## config.mk

```make
export PLATFORM = sky130hd
export DESIGN_NAME = imem_loader
export DESIGN_NICKNAME = d
export VERILOG_FILES = /design/src/rtl/imem_loader.sv
export SDC_FILE = /design/constraint.sdc
export NUM_CORES = 1
export LEC_CHECK = 0
export CORE_ASPECT_RATIO = 1.75
export CORE_MARGIN = 4
export CORE_UTILIZATION = 43
export DETAILED_ROUTE_END_ITERATION = 12
export HOLD_SLACK_MARGIN = 0.03
export PLACE_DENSITY = 0.73
export SLEW_MARGIN = 10
export SYNTH_ARGS = -nofsm -noshare
export SYNTH_HDL_FRONTEND = slang
export SYNTH_SLANG_ARGS = --single-unit
```

## constraint.sdc

```tcl
create_clock -name clk -period 8.6 [get_ports clk]
set_input_delay 0.86 -clock clk [delete_from_list [all_inputs] [get_ports clk]]
set_output_delay 0.86 -clock clk [all_outputs]
set_load 0.01 [all_outputs]
```

## src/rtl/imem_loader.sv

```systemverilog
// Boot-time instruction-memory loader: receives a big-endian byte stream (word-count header
// followed by instruction words), writes words from address 0 and holds the CPU in reset until done.
module imem_loader #(
    parameter int ADDR_WIDTH = 10
) (
    input  logic                  clk,
    input  logic                  rst,
    input  logic                  reload,
    input  logic [7:0]            in_data,
    input  logic                  in_valid,
    output logic                  in_ready,
    output logic                  im_we,
    output logic [ADDR_WIDTH-1:0] im_addr,
    output logic [31:0]           im_wdata,
    output logic                  cpu_rst,
    output logic                  busy,
    output logic                  done,
    output logic                  error,
    output logic [ADDR_WIDTH:0]   words_loaded
);

    typedef enum logic [2:0] {
        ST_START,
        ST_HDR,
        ST_LOAD,
        ST_WRITE,
        ST_DONE,
        ST_ERR
    } state_t;

    localparam logic [32:0] CAPACITY = 33'd1 << ADDR_WIDTH;

    state_t                state_reg, state_next;
    logic [1:0]            byte_cnt_reg;
    logic [23:0]           shift_reg;
    logic [31:0]           count_reg;
    logic [ADDR_WIDTH-1:0] addr_reg;
    logic [31:0]           wdata_reg;
    logic [ADDR_WIDTH:0]   loaded_reg;
    logic                  cpu_rst_reg;

    logic        accept;
    logic        word_complete;
    logic [31:0] word_full;
    logic        last_word;

    // reload wins over a coincident byte, so ready is masked combinationally
    assign in_ready      = ((state_reg == ST_HDR) || (state_reg == ST_LOAD)) && !reload;
    assign accept        = in_ready && in_valid;
    assign word_complete = accept && (byte_cnt_reg == 2'd3);
    assign word_full     = {shift_reg, in_data};
    assign last_word     = ({{(32-ADDR_WIDTH){1'b0}}, addr_reg} == (count_reg - 32'd1));

    always_ff @(posedge clk or posedge rst) begin
        if (rst) begin
            state_reg <= ST_START;
        end else begin
            state_reg <= state_next;
        end
    end

    always_comb begin
        state_next = state_reg;
        case (state_reg)
            ST_START: state_next = ST_HDR;
            ST_HDR: begin
                if (word_complete) begin
                    if (word_full == 32'd0) begin
                        state_next = ST_DONE;
                    end else if ({1'b0, word_full} > CAPACITY) begin
                        state_next = ST_ERR;
                    end else begin
                        state_next = ST_LOAD;
                    end
                end
            end
            ST_LOAD:  if (word_complete) state_next = ST_WRITE;
            ST_WRITE: state_next = last_word ? ST_DONE : ST_LOAD;
            ST_DONE:  state_next = ST_DONE;
            ST_ERR:   state_next = ST_ERR;
            default:  state_next = ST_START;
        endcase
        if (reload) begin
            state_next = ST_HDR;
        end
    end

    always_ff @(posedge clk or posedge rst) begin
        if (rst) begin
            byte_cnt_reg <= 2'd0;
            shift_reg    <= 24'd0;
            count_reg    <= 32'd0;
            addr_reg     <= '0;
            wdata_reg    <= 32'd0;
            loaded_reg   <= '0;
            cpu_rst_reg  <= 1'b1;
        end else begin
            cpu_rst_reg <= (state_next != ST_DONE);
            if (reload) begin
                byte_cnt_reg <= 2'd0;
                addr_reg     <= '0;
                loaded_reg   <= '0;
            end else begin
                if (accept) begin
                    byte_cnt_reg <= byte_cnt_reg + 2'd1;
                    shift_reg    <= {shift_reg[15:0], in_data};
                end
                if (word_complete && (state_reg == ST_HDR)) begin
                    count_reg  <= word_full;
                    addr_reg   <= '0;
                    loaded_reg <= '0;
                end
                if (word_complete && (state_reg == ST_LOAD)) begin
                    wdata_reg <= word_full;
                end
                // the final address is left in place so a full-capacity load never wraps
                if (state_reg == ST_WRITE) begin
                    loaded_reg <= loaded_reg + {{ADDR_WIDTH{1'b0}}, 1'b1};
                    if (!last_word) begin
                        addr_reg <= addr_reg + {{(ADDR_WIDTH-1){1'b0}}, 1'b1};
                    end
                end
            end
        end
    end

    assign im_we        = (state_reg == ST_WRITE);
    assign im_addr      = addr_reg;
    assign im_wdata     = wdata_reg;
    assign cpu_rst      = cpu_rst_reg;
    assign busy         = (state_reg == ST_HDR) || (state_reg == ST_LOAD) || (state_reg == ST_WRITE);
    assign done         = (state_reg == ST_DONE);
    assign error        = (state_reg == ST_ERR);
    assign words_loaded = loaded_reg;

endmodule

```

# Word-level counts from Yosys, hierarchy flattened

Index checks and enable logic that the tools add are counted.

Output and inout port bits: 59
Word-level logic and storage cells: 53
Register bits: 115
Input bits: 12

Reductions and logical operators: 15
Order comparisons: 1
$add $sub $neg: 4
Bitwise gates (word level): 1
Muxes and demuxes: 16
Equal/unequal tests: 8

Operator list:

| operator              | number |
|---|---|
| $mux 10               | 4 |
| $mux 11               | 3 |
| $eq 10x32->1          | 1 |
| $gt 32x11->1 const B  | 1 |
| $logic_not 32->1      | 1 |
| $sub 32x1->32 const B | 1 |
| $mux 3                | 6 |
| $pmux 3 s6            | 1 |
| $add 11x1->11 const B | 1 |
| $add 10x1->10 const B | 1 |
| $eq 3x2->1 const B    | 2 |
| $eq 3x3->1 const B    | 2 |
| $reduce_and 2->1      | 3 |
| $logic_and 1x1->1     | 5 |
| $mux 2                | 2 |
| $eq 3x1->1 const B    | 1 |
| $logic_not 3->1       | 1 |
| $ne 3x3->1 const B    | 1 |
| $reduce_bool 3->1     | 1 |
| $add 2x1->2 const B   | 1 |
| $eq 2x2->1 const B    | 1 |
| $logic_or 1x1->1      | 2 |
| $reduce_bool 2->1     | 1 |
| $logic_not 1->1       | 1 |
| $not 1->1             | 1 |

# Logic depth before layout (Yosys ltp)

Depth after elaboration: 10
Gate-level depth with buffers: 12
Mapped depth without buffers: 10

# Worst setup path before layout

OpenSTA, ideal clock, no wires.

Kind: input-to-reg
From: input port reload
To: register addr_reg[3], in the netlist im_addr[3]
Buffers on the path: 4
Data required time: 8.478 ns
Setup time: 0.122 ns
Arrival: 2.957 ns
Stages on the path: 9
Slack: 5.521 ns
Path through: clkbuf_1 > nor3_1 > and2_1 > clkbuf_1 > and3_1 > clkbuf_1 > buf_1 > nor2_1 > a32o_1

Longest elaborated chain between the ends: 9

RTL lines:

| what                 | RTL line | source |
|---|---|---|
| from (decl)          | 8        | `input logic reload,` |
| $logic_not 1->1 *    | 48       | `assign in_ready = ((state_reg == ST_HDR) \|\| (state_reg == ST_LOAD)) && !reload;` |
| $logic_and 1x1->1 *  | 48       |  |
| named net in_ready   | 11       | `output logic in_ready,` |
| $logic_and 1x1->1 *  | 49       | `assign accept = in_ready && in_valid;` |
| $logic_and 1x1->1 *  | 50       | `assign word_complete = accept && (byte_cnt_reg == 2'd3);` |
| $logic_and 1x1->1 *  | 108      | `if (word_complete && (state_reg == ST_HDR)) begin` |
| $mux 10 *            | 108      |  |
| $mux 10              | 119      | `if (!last_word) begin` |
| $mux 10 *            | 117      | `if (state_reg == ST_WRITE) begin` |
| $mux 10 *            | 99       | `if (reload) begin` |
| to (signal assigned) | 120      | `addr_reg <= addr_reg + {{(ADDR_WIDTH-1){1'b0}}, 1'b1};` |
| to (decl)            | 37       | `logic [ADDR_WIDTH-1:0] addr_reg;` |

Mark *: on every way through the listed nets, which the timed path passes. The rest lies on a longest branch.
A chain may end at the register's enable or synchronous reset.

# Final worst setup path

From: input port reload
To: register wdata_reg[0], in the netlist im_wdata[0]

Longest elaborated chain between the ends: 6
Elaborated cells between the ends (all ways): 7
Classes of those cells: bitwise (1); reduce/logical (6)

RTL lines:

| what                                | RTL line | source |
|---|---|---|
| $logic_not 1->1                     | 48       |  |
| $logic_and 1x1->1                   | 48       |  |
| $logic_and 1x1->1                   | 49       |  |
| $logic_and 1x1->1                   | 50       |  |
| $logic_and 1x1->1                   | 113      | `if (word_complete && (state_reg == ST_LOAD)) begin` |
| $reduce_and 2->1 (no source line) * | n/a      |  |
| to (signal assigned)                | 114      | `wdata_reg <= word_full;` |
| to (decl)                           | 38       | `logic [31:0] wdata_reg;` |

Every way passes the cells marked *; elsewhere a longest branch is shown, timed or not.

==> out/metrics.yaml <==
outcome:
  status: "complete, no violations"
pwr:
  pwr-share-clk_pct: 42.2
  p_seq_share_pct: 42.7
  power.density_nw_per_um2: 227
  swShare_pct: 29.9
  internal-power_uw: 1110
  pwr-share-comb_pct: 15.1
  total_leakage_power_uw: 0.00316
  netSwitchingPower_uw: 473
  ir_worst_vdd_mv: 0.141
  power_uw: 1580
timing:
  tightest_slew_ps: 1010
  fin_crit_sh_pct: 47.7
  fin_skew_ps: 9.55
  relSlewSlack_pct: 32.8
  setup_viol: 0
  rsz0062_at_grt: "false"
  fmax_mhz: 244
  finalSetupTns_ps: 0
  finalHoldViolations: 0
  slew_violations: 0
  fin_crit_ps: 4100
clock_network:
  ctsHoldBuffers: 0
  tritoncts: "done"
  clock-sinks: 115
  clock_path_buffers: 2
  clk_latency_ps: 420
  numCtsBuffers: 17
  cts-root-buf: "clkbuf_16"
  path_clk_slew_ps: 50
  htree_levels: 4
  cts_resized: 0
  postCtsSetupRepairBufs: 0
global_route:
  grt_overflow: 0
  gr-usage-all-layers_pct: 19.0
  grt_pass1_wl_um: 22000
  antenna_found_initial: 0
  grt_max_degree: 64
  grt_pass1_vias: 4335
layout:
  multi_input_comb_area_um2: 2520
  layout.cells.non_filler: 777
  area.growth.synth_to_final_pct: 25.3
  final-seq-area_um2: 2880
  final_cell_area_um2: 6950
  fillCellCount: 1087
  fin_nets: 612
  drive_above_1_share_pct: 17.7
  final_core_util_pct: 55.3
  antennaDiodeCount: 0
setup_path:
  worstSetupStartpoint: "reload"
  reg2regPathDepth: 8
  crit_path_end_kind: "flop"
  reg2reg_from: "count_reg[4]$_DFFE_PP0P_"
  reg2reg_to: "im_addr[7]$_DFF_PP0_"
  crit_fanout: 28
  cp.arrival_ps: 4400
  rrSetupSlack_ps: 4960
  cp.required_ps: 8900
  cp-start-kind: "input pin"
  path_class: "in -> reg"
die:
  num_rows: 54
  die_x_um: 93.9
  die_h_um: 158
  dieArea_um2: 14900
  start_util_pct: 44.2
  core-area_um2: 12600
  ioPinCount: 71
routing:
  vias_per_cell: 5.59
  drtIter0Drc: 307
  drc: 0
  wire_per_inst_um: 17.5
  vias: 4344
  drtAntennaViolNets: 0
  routed_wl_um: 13600
  dr.pass1.iters: 4
synth:
  ys_seq_area_share_pct: 51.9
  synth_cells: 527
  ys.flop_type: "dfrtp_1"
  syn_area_per_cell_um2: 10.5
  ys_types: 61
  synthTopCellsByArea: "dfrtp_1, mux2_2, nand2_1"
  post-synth-top-area-cell: "dfrtp_1"
  yosysTopAreaCellShare_pct: 51.4
  ys_async_sr_fraction_pct: 100
  synth_commonest_cells: "dfrtp_1, nand2_1, mux2_2, o21ai_0, nor2_1"
  synth_nets: 543
  synth_area_um2: 5550
  yosysMostFrequentCell: "dfrtp_1"
  yosysWarnings: 0
  ys_ff_latch: 115
  synth_edf_count: 0
job:
  drv_cap: 0
place:
  detailed_place_hpwl_um: 9730
  placed_area_um2: 6380
  dpl.cell_count: 745
  gp_congestion: 0.820
  io_buffers: 70
min_path:
  hold_path.startpoint: "words_loaded[10]$_DFFE_PP0P_"
  hp-class: "reg -> reg"
  min_to: "words_loaded[10]$_DFFE_PP0P_"
  holdPathStages: 1
==> worst max-delay path, cell delays in order <==
cell and delay (ps):
clkdlybuf4s50_1 770, nor3_1 420, and2_1 850, and3_1 730, buf_4 380, mux2_2 370
==> metrics by stage <==
stage / setup WS (ps) / hold slack (ps)
2_1_floorplan: 4700 / 467
3_3_place_gp: 4240 / 478
3_5_place_dp: 4070 / 477
4_1_cts: 4500 / 486
5_1_grt: 4240 / 527
6_report: 4500 / 485
==> cell usage in the layout (no fill, tap or decap), drive strengths merged, types with 4 or more instances in the layout <==
| master | synthesis | layout |
|---|---|---|
| mux2 | 58 | 58 |
| nor4 | 14 | 14 |
| or3 | 6 | 6 |
| a21oi | 8 | 8 |
| clkbuf | 16 | 18 |
| and2 | 5 | 5 |
| clkdlybuf4s50 | 0 | 70 |
| nor2 | 28 | 28 |
| nand2 | 101 | 101 |
| clkinv | 0 | 4 |
| xnor2 | 11 | 11 |
| nand3 | 15 | 15 |
| buf | 8 | 4 |
| o21ai | 29 | 29 |
| clkinvlp | 0 | 6 |
| dfrtp | 114 | 114 |
| a31o | 4 | 4 |
| nand4 | 7 | 7 |
| or4 | 4 | 4 |
| ha | 4 | 4 |
| nor3 | 12 | 12 |
| and3 | 9 | 9 |
| inv | 11 | 14 |
| nand2b | 5 | 5 |
| xor2 | 6 | 6 |
| nand3b | 4 | 4 |
==> worst max-delay path by stage <==
stage / endpoint / cells after the start
final: im_wdata[0]$_DFFE_PP0P_ / 6
after global routing: words_loaded[6]$_DFFE_PP0P_ / 8
after CTS: im_wdata[17]$_DFFE_PP0P_ / 6
after detailed placement: im_wdata[6]$_DFFE_PP0P_ / 6
after global placement: im_wdata[5]$_DFFE_PP0P_ / 6
after floorplan: byte_cnt_reg[0]$_DFFE_PP0P_ / 1
==> power by group through the flow <==
stage               Clock [uW]  Combinational [uW]  Sequential [uW]
floorplan                    0                 190              653
global placement             0                 228              679
detailed placement           0                 236              682
CTS                        677                 239              673
global route               705                 261              684
finish                     667                 239              675
==> metal layers <==
metal / part of all wire (%) / GRT usage (%) / up-vias
met2: 56 / 35.2 / 132
met3: 3.6 / 3.59 / 29
met5: 0 / 0 / -
met1: 38 / 21.2 / 2171
li1: - / - / 2012
met4: 2.4 / 7.51 / 0
==> logic make-up (layout without fill, tap and decap cells) <==
family | count (synthesis) | count (layout) | share of synthesized area, %
buffers and inverters | 35 | 117 | 2.71
XOR/XNOR | 17 | 17 | 2.68
AND/OR/NAND/NOR | 222 | 222 | 20.2
flip-flops | 115 | 115 | 51.9
multiplexers | 61 | 61 | 12.3
adder cells (fa/ha/maj) | 4 | 4 | 0.902
AO/OA/AOI/OAI | 73 | 73 | 9.38
==> layout make-up <==
class	instances	share of cell area, %
well taps	168	3.02
clock buffers	18	6.32
inverters	11	0.630
clock inverters	14	1.85
repair buffers	74	10.5
multi-input cells	377	36.3
flip-flops and latches	115	41.4
(Power assumes the default switching activity.)
